$ cat src/rtl/intdiv_pkg.sv
// rtl/intdiv_pkg.sv - shared types and funct3 encodings for the iterative divider
package intdiv_pkg;

  typedef enum logic [1:0] {
    IDLE = 2'd0,
    BUSY = 2'd1,
    DONE = 2'd2
  } divstate_t;

  localparam logic [2:0] F3_DIV  = 3'b100;
  localparam logic [2:0] F3_DIVU = 3'b101;
  localparam logic [2:0] F3_REM  = 3'b110;
  localparam logic [2:0] F3_REMU = 3'b111;

endpackage

$ cat src/rtl/intdiv_if.sv
// rtl/intdiv_if.sv - Execute-stage request/result bundle between pipeline and divider
interface intdiv_if #(
  parameter int XLEN = 64
);
  logic            FlushE;
  logic            MDUE;
  logic [2:0]      Funct3E;
  logic            W64E;
  logic [XLEN-1:0] ForwardedSrcAE;
  logic [XLEN-1:0] ForwardedSrcBE;
  logic            DivBusyE;
  logic            DivDoneE;
  logic [XLEN-1:0] DivResultE;

  modport master (
    output FlushE, MDUE, Funct3E, W64E, ForwardedSrcAE, ForwardedSrcBE,
    input  DivBusyE, DivDoneE, DivResultE
  );

  modport slave (
    input  FlushE, MDUE, Funct3E, W64E, ForwardedSrcAE, ForwardedSrcBE,
    output DivBusyE, DivDoneE, DivResultE
  );
endinterface

$ cat src/rtl/intdiv_step.sv
// rtl/intdiv_step.sv - one combinational restoring-division step
module intdiv_step #(
  parameter int XLEN = 64
) (
  input  logic [XLEN-1:0] rem_i,
  input  logic [XLEN-1:0] dvs_i,
  input  logic            bit_i,
  output logic [XLEN-1:0] rem_o,
  output logic            q_o
);
  logic [XLEN:0] shifted;

  // The stored remainder is always below the divisor, so the difference fits in XLEN bits.
  always_comb begin
    shifted = {rem_i, bit_i};
    q_o     = (shifted >= {1'b0, dvs_i});
    rem_o   = q_o ? (shifted[XLEN-1:0] - dvs_i) : shifted[XLEN-1:0];
  end
endmodule

$ cat src/rtl/intdiv_iter.sv
// rtl/intdiv_iter.sv - radix-2 iterative DIV/DIVU/REM/REMU (+W forms), one quotient bit per cycle
module intdiv_iter
  import intdiv_pkg::*;
#(
  parameter int XLEN = 64
) (
  input  logic   clk,
  input  logic   reset,
  intdiv_if.slave dif
);
  localparam int CNT_W = $clog2(XLEN);
  localparam logic [XLEN-1:0] MOST_NEG = {1'b1, {(XLEN-1){1'b0}}};

  divstate_t        state_q, state_d;
  logic [CNT_W-1:0] cnt_q, cnt_d;
  logic [XLEN-1:0]  rem_q, rem_d;
  logic [XLEN-1:0]  quo_q, quo_d;
  logic [XLEN-1:0]  dvs_q, dvs_d;
  logic [XLEN-1:0]  result_q, result_d;
  logic             negq_q, negq_d;
  logic             negr_q, negr_d;
  logic             remop_q, remop_d;
  logic             w_q, w_d;

  logic            signed_op, rem_op, w, start;
  logic            sa, sb, div0, ovf;
  logic [XLEN-1:0] a_ext, b_ext, a_mag, b_mag, special_res;
  logic [XLEN-1:0] step_rem, q_fin, q_cor, r_cor;
  logic            step_q;

  function automatic logic [XLEN-1:0] sext32(input logic [31:0] x);
    logic [XLEN-1:0] r;
    r       = {XLEN{x[31]}};
    r[31:0] = x;
    return r;
  endfunction

  function automatic logic [XLEN-1:0] zext32(input logic [31:0] x);
    logic [XLEN-1:0] r;
    r       = '0;
    r[31:0] = x;
    return r;
  endfunction

  function automatic logic [XLEN-1:0] fit(input logic w_i, input logic [XLEN-1:0] x);
    return w_i ? sext32(x[31:0]) : x;
  endfunction

  always_comb begin
    signed_op = (dif.Funct3E == F3_DIV) | (dif.Funct3E == F3_REM);
    rem_op    = (dif.Funct3E == F3_REM) | (dif.Funct3E == F3_REMU);
    w         = dif.W64E & (XLEN == 64);
    start     = dif.MDUE & dif.Funct3E[2] & ~dif.FlushE & (state_q == IDLE);

    a_ext = w ? (signed_op ? sext32(dif.ForwardedSrcAE[31:0]) : zext32(dif.ForwardedSrcAE[31:0]))
              : dif.ForwardedSrcAE;
    b_ext = w ? (signed_op ? sext32(dif.ForwardedSrcBE[31:0]) : zext32(dif.ForwardedSrcBE[31:0]))
              : dif.ForwardedSrcBE;
    sa    = signed_op & a_ext[XLEN-1];
    sb    = signed_op & b_ext[XLEN-1];
    a_mag = sa ? -a_ext : a_ext;
    b_mag = sb ? -b_ext : b_ext;

    div0 = (b_ext == '0);
    ovf  = signed_op & (b_ext == '1) &
           (w ? (a_ext[31:0] == 32'h8000_0000) : (a_ext == MOST_NEG));
    if (div0)
      special_res = fit(w, rem_op ? a_ext : '1);
    else
      special_res = fit(w, rem_op ? '0 : a_ext);

    q_fin = {quo_q[XLEN-2:0], step_q};
    q_cor = negq_q ? -q_fin : q_fin;
    r_cor = negr_q ? -step_rem : step_rem;
  end

  intdiv_step #(.XLEN(XLEN)) u_step (
    .rem_i (rem_q),
    .dvs_i (dvs_q),
    .bit_i (quo_q[XLEN-1]),
    .rem_o (step_rem),
    .q_o   (step_q)
  );

  always_comb begin
    state_d  = state_q;
    cnt_d    = cnt_q;
    rem_d    = rem_q;
    quo_d    = quo_q;
    dvs_d    = dvs_q;
    result_d = result_q;
    negq_d   = negq_q;
    negr_d   = negr_q;
    remop_d  = remop_q;
    w_d      = w_q;
    case (state_q)
      IDLE: begin
        if (start) begin
          if (div0 | ovf) begin
            result_d = special_res;
            state_d  = DONE;
          end else begin
            // W dividends are pre-aligned so the MSB to consume is always bit XLEN-1.
            quo_d   = w ? (a_mag << (XLEN - 32)) : a_mag;
            dvs_d   = b_mag;
            rem_d   = '0;
            negq_d  = sa ^ sb;
            negr_d  = sa;
            remop_d = rem_op;
            w_d     = w;
            cnt_d   = w ? CNT_W'(31) : CNT_W'(XLEN - 1);
            state_d = BUSY;
          end
        end
      end
      BUSY: begin
        if (dif.FlushE) begin
          state_d = IDLE;
        end else begin
          rem_d = step_rem;
          quo_d = q_fin;
          if (cnt_q == '0) begin
            result_d = fit(w_q, remop_q ? r_cor : q_cor);
            state_d  = DONE;
          end else begin
            cnt_d = cnt_q - 1'b1;
          end
        end
      end
      DONE:    state_d = IDLE;
      default: state_d = IDLE;
    endcase
  end

  always_ff @(posedge clk or negedge reset) begin
    if (!reset) begin
      state_q  <= IDLE;
      cnt_q    <= '0;
      rem_q    <= '0;
      quo_q    <= '0;
      dvs_q    <= '0;
      result_q <= '0;
      negq_q   <= 1'b0;
      negr_q   <= 1'b0;
      remop_q  <= 1'b0;
      w_q      <= 1'b0;
    end else begin
      state_q  <= state_d;
      cnt_q    <= cnt_d;
      rem_q    <= rem_d;
      quo_q    <= quo_d;
      dvs_q    <= dvs_d;
      result_q <= result_d;
      negq_q   <= negq_d;
      negr_q   <= negr_d;
      remop_q  <= remop_d;
      w_q      <= w_d;
    end
  end

  assign dif.DivBusyE   = start | (state_q == BUSY);
  assign dif.DivDoneE   = (state_q == DONE);
  assign dif.DivResultE = result_q;
endmodule

$ cat src/flat_wrapper.sv
// flat-port wrapper written by rule: the top's interface ports become plain ports
module intdiv_iter_flat import intdiv_pkg::*;
#(
  parameter int XLEN = 64
)
  (clk, reset, dif_FlushE, dif_MDUE, dif_Funct3E, dif_W64E, dif_ForwardedSrcAE, dif_ForwardedSrcBE, dif_DivBusyE, dif_DivDoneE, dif_DivResultE);
  intdiv_if #(.XLEN(XLEN)) dif_i ();
  input  logic clk;
  input  logic reset;
  input wire logic [$bits(dif_i.FlushE)-1:0] dif_FlushE;
  input wire logic [$bits(dif_i.MDUE)-1:0] dif_MDUE;
  input wire logic [$bits(dif_i.Funct3E)-1:0] dif_Funct3E;
  input wire logic [$bits(dif_i.W64E)-1:0] dif_W64E;
  input wire logic [$bits(dif_i.ForwardedSrcAE)-1:0] dif_ForwardedSrcAE;
  input wire logic [$bits(dif_i.ForwardedSrcBE)-1:0] dif_ForwardedSrcBE;
  output wire logic [$bits(dif_i.DivBusyE)-1:0] dif_DivBusyE;
  output wire logic [$bits(dif_i.DivDoneE)-1:0] dif_DivDoneE;
  output wire logic [$bits(dif_i.DivResultE)-1:0] dif_DivResultE;
  assign dif_i.FlushE = dif_FlushE;
  assign dif_i.MDUE = dif_MDUE;
  assign dif_i.Funct3E = dif_Funct3E;
  assign dif_i.W64E = dif_W64E;
  assign dif_i.ForwardedSrcAE = dif_ForwardedSrcAE;
  assign dif_i.ForwardedSrcBE = dif_ForwardedSrcBE;
  assign dif_DivBusyE = dif_i.DivBusyE;
  assign dif_DivDoneE = dif_i.DivDoneE;
  assign dif_DivResultE = dif_i.DivResultE;
  intdiv_iter #(.XLEN(XLEN)) u_core (.clk(clk), .reset(reset), .dif(dif_i));
endmodule
$ cat config.mk
export PLATFORM = sky130hd
export DESIGN_NAME = intdiv_iter_flat
export DESIGN_NICKNAME = d
export VERILOG_FILES = /design/src/rtl/intdiv_pkg.sv /design/src/rtl/intdiv_if.sv /design/src/rtl/intdiv_step.sv /design/src/rtl/intdiv_iter.sv /design/src/flat_wrapper.sv
export SDC_FILE = /design/constraint.sdc
export NUM_CORES = 1
export LEC_CHECK = 0
export ABC_AREA = 0
export CAP_MARGIN = 20
export CELL_PAD_IN_SITES_DETAIL_PLACEMENT = 1
export CELL_PAD_IN_SITES_GLOBAL_PLACEMENT = 2
export CORE_MARGIN = 5
export CORE_UTILIZATION = 38
export DETAILED_ROUTE_END_ITERATION = 7
export PLACE_DENSITY_LB_ADDON = 0.12
export REMOVE_ABC_BUFFERS = 1
export SETUP_SLACK_MARGIN = 0.2
export SYNTH_ARGS = -nofsm -noshare
export SYNTH_HDL_FRONTEND = slang
export SYNTH_SLANG_ARGS = --single-unit
$ cat constraint.sdc
create_clock -name clk -period 12 [get_ports clk]
set_input_delay 2.4 -clock clk [delete_from_list [all_inputs] [get_ports clk]]
set_output_delay 2.4 -clock clk [all_outputs]
set_load 0.05 [all_outputs]
==> qor.csv, run 1 <==
stage,metric,value,unit
sta,final setup fails,0,
logic_synthesis,yosys warns,0,
worst_hold_path,hold wc startpoint,u_core.dif.DivResultE[9]$_DFFE_PN0P_,
critical_path,type of origin of the critical path,flip-flop,
global_routing,Overall Global Routing Usage,0.3090,
sta,min Tclk post-route,7.618,ns
sta,worst rel slew slack,0.2466,
final_layout,synthesis-to-layout area growth,15.29,%
logic_synthesis,Synth cell types,99,
floorplan,IO Count,202,
critical_path,Required @ worst endpoint,12.43,ns
logic_synthesis,sequential share of the synthesized area,0.2683,
placement,I/O Buffers,201,
power,power per cell area,150.6,mW/mm^2
clock_tree,postcts setup bufs,0,
sta,setup repair after global routing missed its margin,no,
clock_tree,maximum clock path buffer count,3,
placement,total placed instance area,0.02760,sq mm
critical_path,largest stage delay on the critical path,0.64,ns
floorplan,Die Y,266.5,um
worst_hold_path,Hold EP,u_core.dif.DivResultE[9]$_DFFE_PN0P_,
flow_run,Max-Cap Viols,0,
outcome,status,finished clean,
detailed_routing,DRT Pass-1 Iters,5,
final_layout,share of layout cells above drive strength 1,0.05103,
global_routing,largest net degree at the start of global routing,179,
power,leakage,0.01158,uW
logic_synthesis,number of synthesized flops with an enable pin,0,
clock_tree,total CTS buffers,37,
detailed_routing,DR vias,27240,
sta,fin crit share,0.6349,
clock_tree,hold_buf cts,0,
clock_tree,CTS tree,yes,
logic_synthesis,Area contributors post-synth,"dfrtp_1, o21ai_0, a21oi_1",
logic_synthesis,Synth Instances,3365,
logic_synthesis,Mapped Area,0.02500,sq mm
clock_tree,Skew-Pair Late Insertion Delay,0.57,ns
critical_path,critical path's top delay family,simple AND/OR/NAND/NOR gates,
logic_synthesis,ys async rst share,1.000,
critical_path,crit path DAT,8.05,ns
placement,Final Wtd Congestion,0.9302,
worst_hold_path,hold crit path type,reg2reg,
logic_synthesis,#FFs+latches synth,268,
final_layout,Multi-input gate area,0.01699,sq mm
critical_path,critical path buffer and inverter count,2,
critical_path,FF-to-FF End,u_core.dif.DivResultE[58]$_DFFE_PN0P_,
critical_path,CP endpoint kind,flip-flop,
detailed_routing,Post-DRT Antenna Nets,0,
critical_path,Max Fanout on Critical Path,41,
sta,f_max,0.1313,GHz
clock_tree,clk sinks,268,
final_layout,register area,0.006709,sq mm
detailed_routing,Post-route DRC,0,
critical_path,worst r2r src,u_core.rem_q[55]$_DFFE_PN0P_,
final_layout,"Design Area, Final",0.02882,sq mm
placement,dpl hpwl,87210,um
global_routing,initial antenna violation count,2,
placement,Placement Setup Slack,3.986,ns
power,Max IR drop VDD,122.0,uV
sta,"Worst Setup Slack, final",4.382,ns
final_layout,filler instances,8040,
sta,final max-slew violation count,0,
clock_tree,PostCTS Resize Cnt,0,
floorplan,Die Width,266.5,um
final_layout,net total in the final layout,3632,
detailed_routing,final WL,114800,um
global_routing,global-route wire length before repair,172900,um
global_routing,vias in the first global route,27760,
detailed_routing,wire per inst,26.60,um
detailed_routing,detailed router's first-iteration violation count,2192,
detailed_routing,Via density,6.315,
critical_path,crit path cell chain,ha_1 > and4_1 > nor3b_2 > nand2_1 > nor4_1 > and4bb_2 > buf_4 > nand2_4 > inv_2 > mux2i_1 > ha_1 > nor3b_1 > nand2_1 > or4_1 > nor2_1 > nand3_1 > o41ai_2 > nand2_1 > or3_1 > or4_1 > o41ai_1 > xor2_1 > o211ai_1,
floorplan,row count,94,
critical_path,FF-to-FF path depth,23,
clock_tree,H-Tree Depth,2,
worst_hold_path,Worst Hold Depth,1,
sta,Fin. Hold Viols,0,
logic_synthesis,post-synth top area share,0.2683,
floorplan,Core Box Area,0.06551,sq mm
sta,clock skew,0.02179,ns
power,Tot Pwr,4341,uW
logic_synthesis,Yosys top cell by area,dfrtp_1,
floorplan,die area,0.07102,sq mm
critical_path,R2R setup slack,4.38,ns
critical_path,CP Class,reg2reg,
critical_path,Critical-path top delay cell,ha_1,
floorplan,Starting Density,0.3816,
clock_tree,clock root cell,clkbuf_16,
logic_synthesis,Post-synth top flop,dfrtp_1,
sta,Worst Tran Pin Value,1.127,ns
critical_path,most frequent cell on the critical path,nand2_1,
clock_tree,Worst-path clk slew,0.06,ns
global_routing,Overflow after GRT,0,
logic_synthesis,Syn Area/Cell,7.429,sq um
power by group:
group | internal (uW) | total (uW) | switching, uW | leakage [uW]
Clock | 688 | 1150 | 466 | 0.000603
Combinational | 633 | 1880 | 1240 | 0.00759
Sequential | 1100 | 1310 | 211 | 0.00339
Total | 2420 | 4340 | 1920 | 0.0116
cell usage after synthesis (all sizes together) (32+ instances only):
cell type	instances
o31ai	59
a221o	40
or4	40
dfrtp	268
a211oi	60
buf	51
o211ai	41
nand3	55
a21oi	329
o21ai	356
nor2	317
inv	113
clkbuf	176
xnor2	151
nor3	124
nand2	368
or3	54
nand4	61
mux2i	54
ha	71
o41ai	32
xor2	106
nor4	49
a21o	34
worst max path at each step:
| stage | start | to | slack, ns | cells after the start |
|---|---|---|---|---|
| after floorplan | dif_ForwardedSrcAE[13] | u_core.quo_q[32]$_DFFE_PN0P_ | -3.04 | 10 |
| after global placement | dif_ForwardedSrcBE[2] | u_core.dif.DivResultE[55]$_DFFE_PN0P_ | 3.96 | 14 |
| after detailed placement | dif_ForwardedSrcBE[2] | u_core.dif.DivResultE[59]$_DFFE_PN0P_ | 3.99 | 15 |
| after CTS | dif_ForwardedSrcBE[2] | u_core.dif.DivResultE[59]$_DFFE_PN0P_ | 4.55 | 15 |
| after global routing | u_core.rem_q[30]$_DFFE_PN0P_ | u_core.dif.DivResultE[58]$_DFFE_PN0P_ | 3.94 | 23 |
| final | u_core.rem_q[55]$_DFFE_PN0P_ | u_core.dif.DivResultE[58]$_DFFE_PN0P_ | 4.38 | 23 |
final cells by class:
class / count / area share
Antenna cell: 1 / 0.00008682
Timing Repair Buffer: 247 / 0.08287
Sequential cell: 268 / 0.2328
Clock inverter: 13 / 0.005209
Clock buffer: 51 / 0.03716
Tap cell: 864 / 0.03751
Inverter: 115 / 0.01498
Multi-Input combinational cell: 2755 / 0.5894
registers in the layout, indices dropped and copies added (netlist names):
signal / cells
u_core.w_q: 1
u_core.negq_q: 1
u_core.negr_q: 1
u_core.quo_q: 64
u_core.cnt_q: 6
u_core.remop_q: 1
u_core.state_q: 2
u_core.dif.DivResultE: 64
u_core.rem_q: 64
u_core.dvs_q: 64
metal layers:
layer / GRT usage / part of all wire / up-vias
met3: 0.04369 / 0.051 / 182
met1: 0.4221 / 0.45 / 13810
met4: 0.08513 / 0.030 / 0
li1: - / - / 12480
met5: 0 / 0 / -
met2: 0.5150 / 0.47 / 772
cell families (layout without fill, tap and decap cells):
family | after synthesis | in the layout | share of synthesized area
mux | 62 | 62 | 0.02523
simple gates | 1210 | 1210 | 0.2332
compound gates | 1154 | 1154 | 0.2931
buf+inv | 342 | 426 | 0.05380
fa+ha+maj | 72 | 72 | 0.03634
flops | 268 | 268 | 0.2683
xor+xnor | 257 | 257 | 0.09004
other cells | 0 | 1 | 0
through the flow:
stage	TNS, ns	hold WS, ns	util	cells
2_1_floorplan	-334.61	0.4485	-	3138
3_3_place_gp	0	0.4665	0.4211	4248
3_5_place_dp	0	0.4731	0.4213	4249
4_1_cts	0	0.4865	0.4399	4313
5_1_grt	0	0.5102	0.4399	4313
6_report	0	0.4831	0.4400	4314
placed cells by master, fill, tap and decap left out, types with 17 or more instances in the layout:
cell type / n
nand2_1: 367
o21ai_0: 340
a21oi_1: 329
nor2_1: 315
dfrtp_1: 266
clkdlybuf4s50_1: 199
xnor2_1: 151
nor3_1: 124
inv_1: 112
xor2_1: 106
ha_1: 71
nand4_1: 61
a211oi_1: 59
o31ai_1: 58
nand3_1: 54
mux2i_1: 54
or3_1: 53
nor4_1: 47
buf_4: 44
o211ai_1: 41
a221o_1: 40
clkbuf_16: 39
or4_1: 38
a21o_1: 34
o41ai_1: 30
a31oi_1: 25
a22o_1: 25
or2_2: 24
and3_1: 22
nor2b_1: 18
o21a_1: 17
(Power assumes the default switching activity.)
==> inputs of run 2 (changes only) <==
--- a/config.mk
+++ b/config.mk
@@ -10,7 +10,7 @@
 export CELL_PAD_IN_SITES_DETAIL_PLACEMENT = 1
 export CELL_PAD_IN_SITES_GLOBAL_PLACEMENT = 2
 export CORE_MARGIN = 5
-export CORE_UTILIZATION = 38
+export CORE_UTILIZATION = 32
 export DETAILED_ROUTE_END_ITERATION = 7
 export PLACE_DENSITY_LB_ADDON = 0.12
 export REMOVE_ABC_BUFFERS = 1
==> constraint.sdc (replaced) <==
create_clock -name clk -period 6.9 [get_ports clk]
set_input_delay 1.38 -clock clk [delete_from_list [all_inputs] [get_ports clk]]
set_output_delay 1.38 -clock clk [all_outputs]
set_load 0.05 [all_outputs]
==> run 2 against run 1 <==
Global-route usage is 2.0 points lower; total power is 81% higher; clock skew is 0.013 ns higher; combinational power is 79% higher; fmax is 20% higher; die area is 18% higher; non-clock buffer count is 57 higher; via count is 1.2% higher; first-iteration DRC count is 13% lower; critical endpoint unchanged; design area is 2.9% higher; core utilization is 5.7 points lower.
==> qor.csv, run 2 (synthesis results as in run 1) <==
stage,metric,value,unit,change
outcome,status,finished clean,,unchanged
clock_tree,total CTS buffers,39,,was 37
detailed_routing,DR vias,27580,,was 27240
placement,I/O Buffers,201,,unchanged
clock_tree,clk sinks,268,,unchanged
clock_tree,hold_buf cts,0,,unchanged
critical_path,Required @ worst endpoint,7.35,ns,was 12.43 ns
global_routing,largest net degree at the start of global routing,129,,was 179
final_layout,net total in the final layout,3691,,was 3632
final_layout,filler instances,9455,,was 8040
clock_tree,clock root cell,clkbuf_16,,unchanged
sta,Fin. Hold Viols,0,,unchanged
critical_path,most frequent cell on the critical path,a21o_1,,was nand2_1
critical_path,Critical-path top delay cell,or4_1,,was ha_1
power,Reg power frac,0.290,,was 0.301
sta,f_max,0.1580,GHz,was 0.1313 GHz
final_layout,synthesis-to-layout area growth,18.65,%,was 15.29%
global_routing,global-route wire length before repair,186000,um,was 172900 um
power,cell-internal power,4399,uW,was 2419 uW
placement,total placed instance area,0.02826,sq mm,was 0.02760 sq mm
sta,min Tclk post-route,6.330,ns,was 7.618 ns
critical_path,R2R setup slack,0.57,ns,was 4.38 ns
worst_hold_path,hold wc startpoint,u_core.dif.DivResultE[9]$_DFFE_PN0P_,,unchanged
critical_path,Max Fanout on Critical Path,6,,was 41
flow_run,Max-Cap Viols,0,,unchanged
final_layout,"Design Area, Final",0.02966,sq mm,was 0.02882 sq mm
floorplan,die area,0.08381,sq mm,was 0.07102 sq mm
power,Sw Pwr,3463,uW,was 1922 uW
detailed_routing,Post-DRT Antenna Nets,0,,unchanged
power,clock share of power,0.283,,was 0.266
floorplan,Core Box Area,0.07747,sq mm,was 0.06551 sq mm
detailed_routing,final WL,125300,um,was 114800 um
detailed_routing,DRT Pass-1 Iters,6,,was 5
critical_path,type of origin of the critical path,flip-flop,,unchanged
floorplan,IO Count,202,,unchanged
global_routing,initial antenna violation count,1,,was 2
sta,TNS Setup,0,ns,unchanged
critical_path,FF-to-FF path depth,24,,was 23
detailed_routing,Via density,6.056,,was 6.315
critical_path,CP Class,reg2reg,,unchanged
final_layout,Finished Core Util,0.3829,,was 0.4400
clock_tree,maximum clock path buffer count,3,,unchanged
final_layout,Non-Filler Instances,4554,,was 4314
final_layout,n_diodes,0,,was 1
critical_path,worst r2r src,u_core.rem_q[57]$_DFFE_PN0P_,,was u_core.rem_q[55]$_DFFE_PN0P_
critical_path,crit path cell chain,ha_1 > a21o_1 > a21o_1 > a21o_1 > a2111oi_2 > buf_4 > and4bb_2 > nand2_4 > inv_2 > mux2i_1 > ha_1 > nor3b_2 > nand2_1 > or4_1 > nor2_1 > nand3_1 > o41ai_2 > nand2_2 > or3_1 > or4_1 > o41ai_1 > buf_4 > xor2_1 > o211ai_1,,was ha_1 > and4_1 > nor3b_2 > nand2_1 > nor4_1 > and4bb_2 > buf_4 > nand2_4 > inv_2 > mux2i_1 > ha_1 > nor3b_1 > nand2_1 > or4_1 > nor2_1 > nand3_1 > o41ai_2 > nand2_1 > or3_1 > or4_1 > o41ai_1 > xor2_1 > o211ai_1
worst_hold_path,Worst Hold Depth,1,,unchanged
floorplan,Starting Density,0.3227,,was 0.3816
sta,final max-slew violation count,0,,unchanged
sta,"Worst Setup Slack, final",0.5698,ns,was 4.382 ns
placement,dpl hpwl,97430,um,was 87210 um
worst_hold_path,Hold EP,u_core.dif.DivResultE[9]$_DFFE_PN0P_,,unchanged
detailed_routing,detailed router's first-iteration violation count,1915,,was 2192
power,sw frac,0.4405,,was 0.4428
clock_tree,Skew-Pair Late Insertion Delay,0.59,ns,was 0.57 ns
clock_tree,CTS tree,yes,,unchanged
final_layout,"most common cell after layout, fill and taps aside",nand2_1,,unchanged
power,leakage,0.01194,uW,was 0.01158 uW
critical_path,largest stage delay on the critical path,0.51,ns,was 0.64 ns
final_layout,most frequent cells in the layout,"nand2_1, o21ai_0, a21oi_1, nor2_1, dfrtp_1",,unchanged
worst_hold_path,hold crit path type,reg2reg,,unchanged
sta,final setup fails,0,,unchanged
critical_path,crit path DAT,6.78,ns,was 8.05 ns
clock_tree,Worst-path clk slew,0.06,ns,about the same
power,power per cell area,265.0,mW/mm^2,was 150.6 mW/mm^2
placement,Placement Setup Slack,0.2597,ns,was 3.986 ns
global_routing,vias in the first global route,28340,,was 27760
critical_path,FF-to-FF End,u_core.dif.DivResultE[58]$_DFFE_PN0P_,,unchanged
power,Max IR drop VDD,148.0,uV,was 122.0 uV
sta,clock skew,0.03495,ns,was 0.02179 ns
sta,worst rel slew slack,0.2237,,was 0.2466
floorplan,row count,102,,was 94
floorplan,Die Width,289.5,um,was 266.5 um
sta,Worst Tran Pin Value,1.154,ns,was 1.127 ns
placement,Final Wtd Congestion,0.9458,,was 0.9302
power,Comb pwr share,0.427,,was 0.433
global_routing,Overflow after GRT,0,,unchanged
clock_tree,H-Tree Depth,2,,unchanged
sta,fin crit share,0.9174,,was 0.6349
detailed_routing,Post-route DRC,0,,unchanged
floorplan,Die Y,289.5,um,was 266.5 um
detailed_routing,wire per inst,27.50,um,was 26.60 um
critical_path,CP endpoint kind,flip-flop,,unchanged
final_layout,share of layout cells above drive strength 1,0.07029,,was 0.05103
critical_path,critical path's top delay family,simple AND/OR/NAND/NOR gates,,unchanged
global_routing,Overall Global Routing Usage,0.2894,,was 0.3090
sta,setup repair after global routing missed its margin,no,,unchanged
placement,Placed Cells,4481,,was 4249
critical_path,critical path buffer and inverter count,3,,was 2
-- run 2: through the flow --
stage	hold WS, ns	total power [uW]
after global placement	0.4601	5586
after detailed placement	0.4658	5630
after global routing	0.4996	8247
final	0.4721	7862
after CTS	0.4790	7894
after floorplan	0.4485	4237
-- run 2: timing repair --
action | 4_1_cts | 5_1_grt
setup endpoints to repair | 0 | 10
gates resized for setup | 0 | 6
setup buffers | 0 | 0
-- run 2: per-layer routing --
| metal | vias to the layer above | GRT usage | wire length (um) |
|---|---|---|---|
| li1 | 12620 | - | - |
| met1 | 14080 | 0.3949 | 56120 |
| met2 | 732 | 0.4798 | 58610 |
| met3 | 149 | 0.03663 | 6410 |
| met4 | 0 | 0.08946 | 4120 |
| met5 | - | 0 | 0 |
-- run 2: power groups by stage --
stage          Sequential, uW  Clock (uW)  Combinational, uW
4_1_cts                  2270        2270               3350
6_report                 2280        2220               3360
5_1_grt                  2320        2330               3600
2_1_floorplan            2690           0               1550
3_5_place_dp             2300           0               3340
3_3_place_gp             2290           0               3300
-- run 2: how the worst max path moves through the flow --
stage	depth (start not counted)	endpoint	start	slack, ns
floorplan	10	u_core.quo_q[32]$_DFFE_PN0P_	dif_ForwardedSrcAE[13]	-7.12
global placement	23	u_core.dif.DivResultE[58]$_DFFE_PN0P_	u_core.rem_q[9]$_DFFE_PN0P_	0.20
detailed placement	24	u_core.dif.DivResultE[58]$_DFFE_PN0P_	u_core.rem_q[57]$_DFFE_PN0P_	0.26
CTS	24	u_core.dif.DivResultE[58]$_DFFE_PN0P_	u_core.rem_q[57]$_DFFE_PN0P_	0.25
global route	25	u_core.dif.DivResultE[52]$_DFFE_PN0P_	u_core.rem_q[57]$_DFFE_PN0P_	0.26
finish	24	u_core.dif.DivResultE[58]$_DFFE_PN0P_	u_core.rem_q[57]$_DFFE_PN0P_	0.57
-- run 2: cell type report --
type                       count  area (sq um)  share of cell area
multi-input combinational   2755         17020              0.5736
sequential                   268          6710              0.2262
clock inverter                20         272.8            0.009196
inverter                     115         431.7             0.01455
timing repair buffer         304          2835             0.09558
tap                         1040          1301             0.04387
clock buffer                  52          1096             0.03695
==> inputs of run 3 (changes only) <==
--- a/config.mk
+++ b/config.mk
@@ -11,6 +11,7 @@
 export CELL_PAD_IN_SITES_GLOBAL_PLACEMENT = 2
 export CORE_MARGIN = 5
 export CORE_UTILIZATION = 32
+export CTS_CLUSTER_DIAMETER = 200
 export DETAILED_ROUTE_END_ITERATION = 7
 export PLACE_DENSITY_LB_ADDON = 0.12
 export REMOVE_ABC_BUFFERS = 1
==> constraint.sdc (replaced) <==
create_clock -name clk -period 6.9 [get_ports clk]
set_input_delay 1.725 -clock clk [delete_from_list [all_inputs] [get_ports clk]]
set_output_delay 1.725 -clock clk [all_outputs]
set_load 0.05 [all_outputs]
==> run 3 against run 2 <==
Via count shrank 0.68%; core utilization grew 0.13 points; global-route usage shrank 0.94 points; wire length shrank 2.9%; clock power shrank 11%; worst setup slack lost 0.098 ns; die area is the same; clock skew shrank 0.019 ns; fmax shrank 1.5%; count of clock-buffer cells in the layout grew 1; first-iteration DRC count grew 5.8%; non-clock buffer count grew 33.
==> qor.csv, run 3 (synthesis results as in run 1) <==
stage,metric,value,unit,change
outcome,status,finished clean,,unchanged
sta,fin crit share,0.9316,,was 0.9174
detailed_routing,detailed router's first-iteration violation count,2027,,was 1915
detailed_routing,DRT Pass-1 Iters,6,,unchanged
critical_path,CP Class,reg2reg,,unchanged
detailed_routing,final WL,121700,um,was 125300 um
final_layout,most frequent cells in the layout,"nand2_1, o21ai_0, a21oi_1, nor2_1, dfrtp_1",,unchanged
critical_path,Required @ worst endpoint,7.34,ns,was 7.35 ns
sta,Worst Tran Pin Value,1.117,ns,was 1.154 ns
clock_tree,PostCTS Resize Cnt,0,,unchanged
detailed_routing,DR vias,27390,,was 27580
final_layout,Finished Core Util,0.3842,,was 0.3829
placement,dpl hpwl,94840,um,was 97430 um
final_layout,register area,0.006710,sq mm,unchanged
power,Tot Pwr,7644,uW,was 7862 uW
clock_tree,total CTS buffers,37,,was 39
clock_tree,postcts setup bufs,0,,unchanged
power,Max IR drop VDD,159.2,uV,was 148.0 uV
clock_tree,clk sinks,268,,unchanged
critical_path,crit path DAT,6.87,ns,was 6.78 ns
worst_hold_path,hold wc startpoint,u_core.dif.DivResultE[9]$_DFFE_PN0P_,,unchanged
sta,Fin. Hold Viols,0,,unchanged
critical_path,FF-to-FF path depth,24,,unchanged
floorplan,row count,102,,unchanged
floorplan,Starting Density,0.3227,,unchanged
clock_tree,clock root cell,clkbuf_16,,unchanged
global_routing,initial antenna violation count,4,,was 1
final_layout,"most common cell after layout, fill and taps aside",nand2_1,,unchanged
sta,final max-slew violation count,0,,unchanged
global_routing,Overflow after GRT,0,,unchanged
floorplan,IO Count,202,,unchanged
sta,setup repair after global routing missed its margin,no,,unchanged
worst_hold_path,hold crit path type,reg2reg,,unchanged
clock_tree,CTS tree,yes,,unchanged
clock_tree,hold_buf cts,0,,unchanged
detailed_routing,Post-route DRC,0,,unchanged
global_routing,Overall Global Routing Usage,0.2800,,was 0.2894
final_layout,Multi-input gate area,0.01702,sq mm,about the same
clock_tree,maximum clock path buffer count,3,,unchanged
worst_hold_path,Worst Hold Depth,1,,unchanged
final_layout,"Design Area, Final",0.02976,sq mm,was 0.02966 sq mm
flow_run,Max-Cap Viols,0,,unchanged
placement,total placed instance area,0.02852,sq mm,was 0.02826 sq mm
power,leakage,0.01200,uW,was 0.01194 uW
detailed_routing,Post-DRT Antenna Nets,0,,unchanged
final_layout,synthesis-to-layout area growth,19.06,%,was 18.65%
critical_path,Max Fanout on Critical Path,28,,was 6
critical_path,worst r2r src,u_core.rem_q[11]$_DFFE_PN0P_,,was u_core.rem_q[57]$_DFFE_PN0P_
placement,Final Wtd Congestion,0.9271,,was 0.9458
floorplan,die area,0.08381,sq mm,unchanged
detailed_routing,Via density,5.975,,was 6.056
power,power per cell area,256.8,mW/mm^2,was 265.0 mW/mm^2
clock_tree,Worst-path clk slew,0.06,ns,about the same
critical_path,FF-to-FF End,u_core.dif.DivResultE[58]$_DFFE_PN0P_,,unchanged
sta,clock skew,0.01636,ns,was 0.03495 ns
clock_tree,Skew-Pair Late Insertion Delay,0.57,ns,was 0.59 ns
sta,worst rel slew slack,0.2532,,was 0.2237
worst_hold_path,Hold EP,u_core.dif.DivResultE[9]$_DFFE_PN0P_,,unchanged
sta,f_max,0.1556,GHz,was 0.1580 GHz
final_layout,share of layout cells above drive strength 1,0.07708,,was 0.07029
sta,final setup fails,0,,unchanged
critical_path,type of origin of the critical path,flip-flop,,unchanged
sta,WHS,0.4762,ns,was 0.4721 ns
floorplan,Die Width,289.5,um,unchanged
final_layout,filler instances,9449,,was 9455
detailed_routing,wire per inst,26.54,um,was 27.50 um
global_routing,global-route wire length before repair,180400,um,was 186000 um
floorplan,Die Y,289.5,um,unchanged
final_layout,net total in the final layout,3722,,was 3691
critical_path,R2R setup slack,0.47,ns,was 0.57 ns
global_routing,vias in the first global route,27940,,was 28340
placement,I/O Buffers,201,,unchanged
critical_path,CP endpoint kind,flip-flop,,unchanged
sta,min Tclk post-route,6.428,ns,was 6.330 ns
clock_tree,H-Tree Depth,2,,unchanged
floorplan,Core Box Area,0.07747,sq mm,unchanged
global_routing,largest net degree at the start of global routing,128,,was 129
-- run 3: cell count changes in the layout (fill, tap and decap cells not counted), moves of 2 or more --
cell,before,now
clkbuf_1,7,12
ha_1,70,68
diode_2,0,2
bufinv_16,6,3
buf_4,98,132
clkinv_2,9,6
ha_2,1,3
clkbuf_16,40,37
-- run 3: worst max-delay path by stage --
stage	depth (start not counted)	from	to
3_5_place_dp	24	u_core.rem_q[55]$_DFFE_PN0P_	u_core.dif.DivResultE[58]$_DFFE_PN0P_
4_1_cts	24	u_core.rem_q[55]$_DFFE_PN0P_	u_core.dif.DivResultE[58]$_DFFE_PN0P_
6_report	24	u_core.rem_q[11]$_DFFE_PN0P_	u_core.dif.DivResultE[58]$_DFFE_PN0P_
3_3_place_gp	24	u_core.rem_q[55]$_DFFE_PN0P_	u_core.dif.DivResultE[58]$_DFFE_PN0P_
2_1_floorplan	10	dif_ForwardedSrcAE[13]	u_core.quo_q[32]$_DFFE_PN0P_
5_1_grt	24	u_core.rem_q[8]$_DFFE_PN0P_	u_core.dif.DivResultE[58]$_DFFE_PN0P_
-- run 3: per-layer routing --
metal | wire length, um | GRT usage | up-vias
li1 | - | - | 12660
met1 | 54430 | 0.3806 | 13840
met2 | 57370 | 0.4702 | 730
met3 | 6124 | 0.03467 | 156
met4 | 3727 | 0.07955 | 4
met5 | 26 | 0 | -
-- run 3: final cells by class --
type | instances | area share
multi-input combinational | 2755 | 0.5720
sequential | 268 | 0.2255
timing repair buffer | 337 | 0.1038
tap | 1040 | 0.04372
clock buffer | 53 | 0.03447
inverter | 115 | 0.01450
clock inverter | 14 | 0.005927
antenna | 2 | 0.0001682
-- run 3: worst max-delay path: stages, from the launching register on --
cell	delay (ns)
dfrtp_1	0.42
ha_1	0.47
nand4_1	0.21
nor4_2	0.39
nand4_1	0.30
nor2_1	0.17
and4bb_2	0.31
nand2_4	0.12
buf_6	0.29
a21oi_1	0.14
inv_1	0.09
ha_1	0.16
nor3b_1	0.28
nand2_1	0.12
or4_1	0.47
nor2_1	0.13
nand3_1	0.12
o41ai_2	0.11
nand2_2	0.19
or3_1	0.46
or4_1	0.50
o41ai_1	0.41
buf_4	0.18
xor2_1	0.14
o211ai_1	0.11
-- run 3: power breakdown --
| part | switching (uW) | internal [uW] | total (uW) |
|---|---|---|---|
| Clock | 829 | 1150 | 1980 |
| Sequential | 385 | 1910 | 2290 |
| Combinational | 2200 | 1170 | 3370 |
-- run 3: stage by stage --
step                setup TNS (ns)  worst slack (ns)  instances
global placement                 0            0.3795       4515
finish                           0            0.4723       4584
detailed placement               0            0.2753       4515
floorplan                  -981.27            -7.463       3138
global route                     0            0.2033       4583
CTS                              0            0.2330       4582
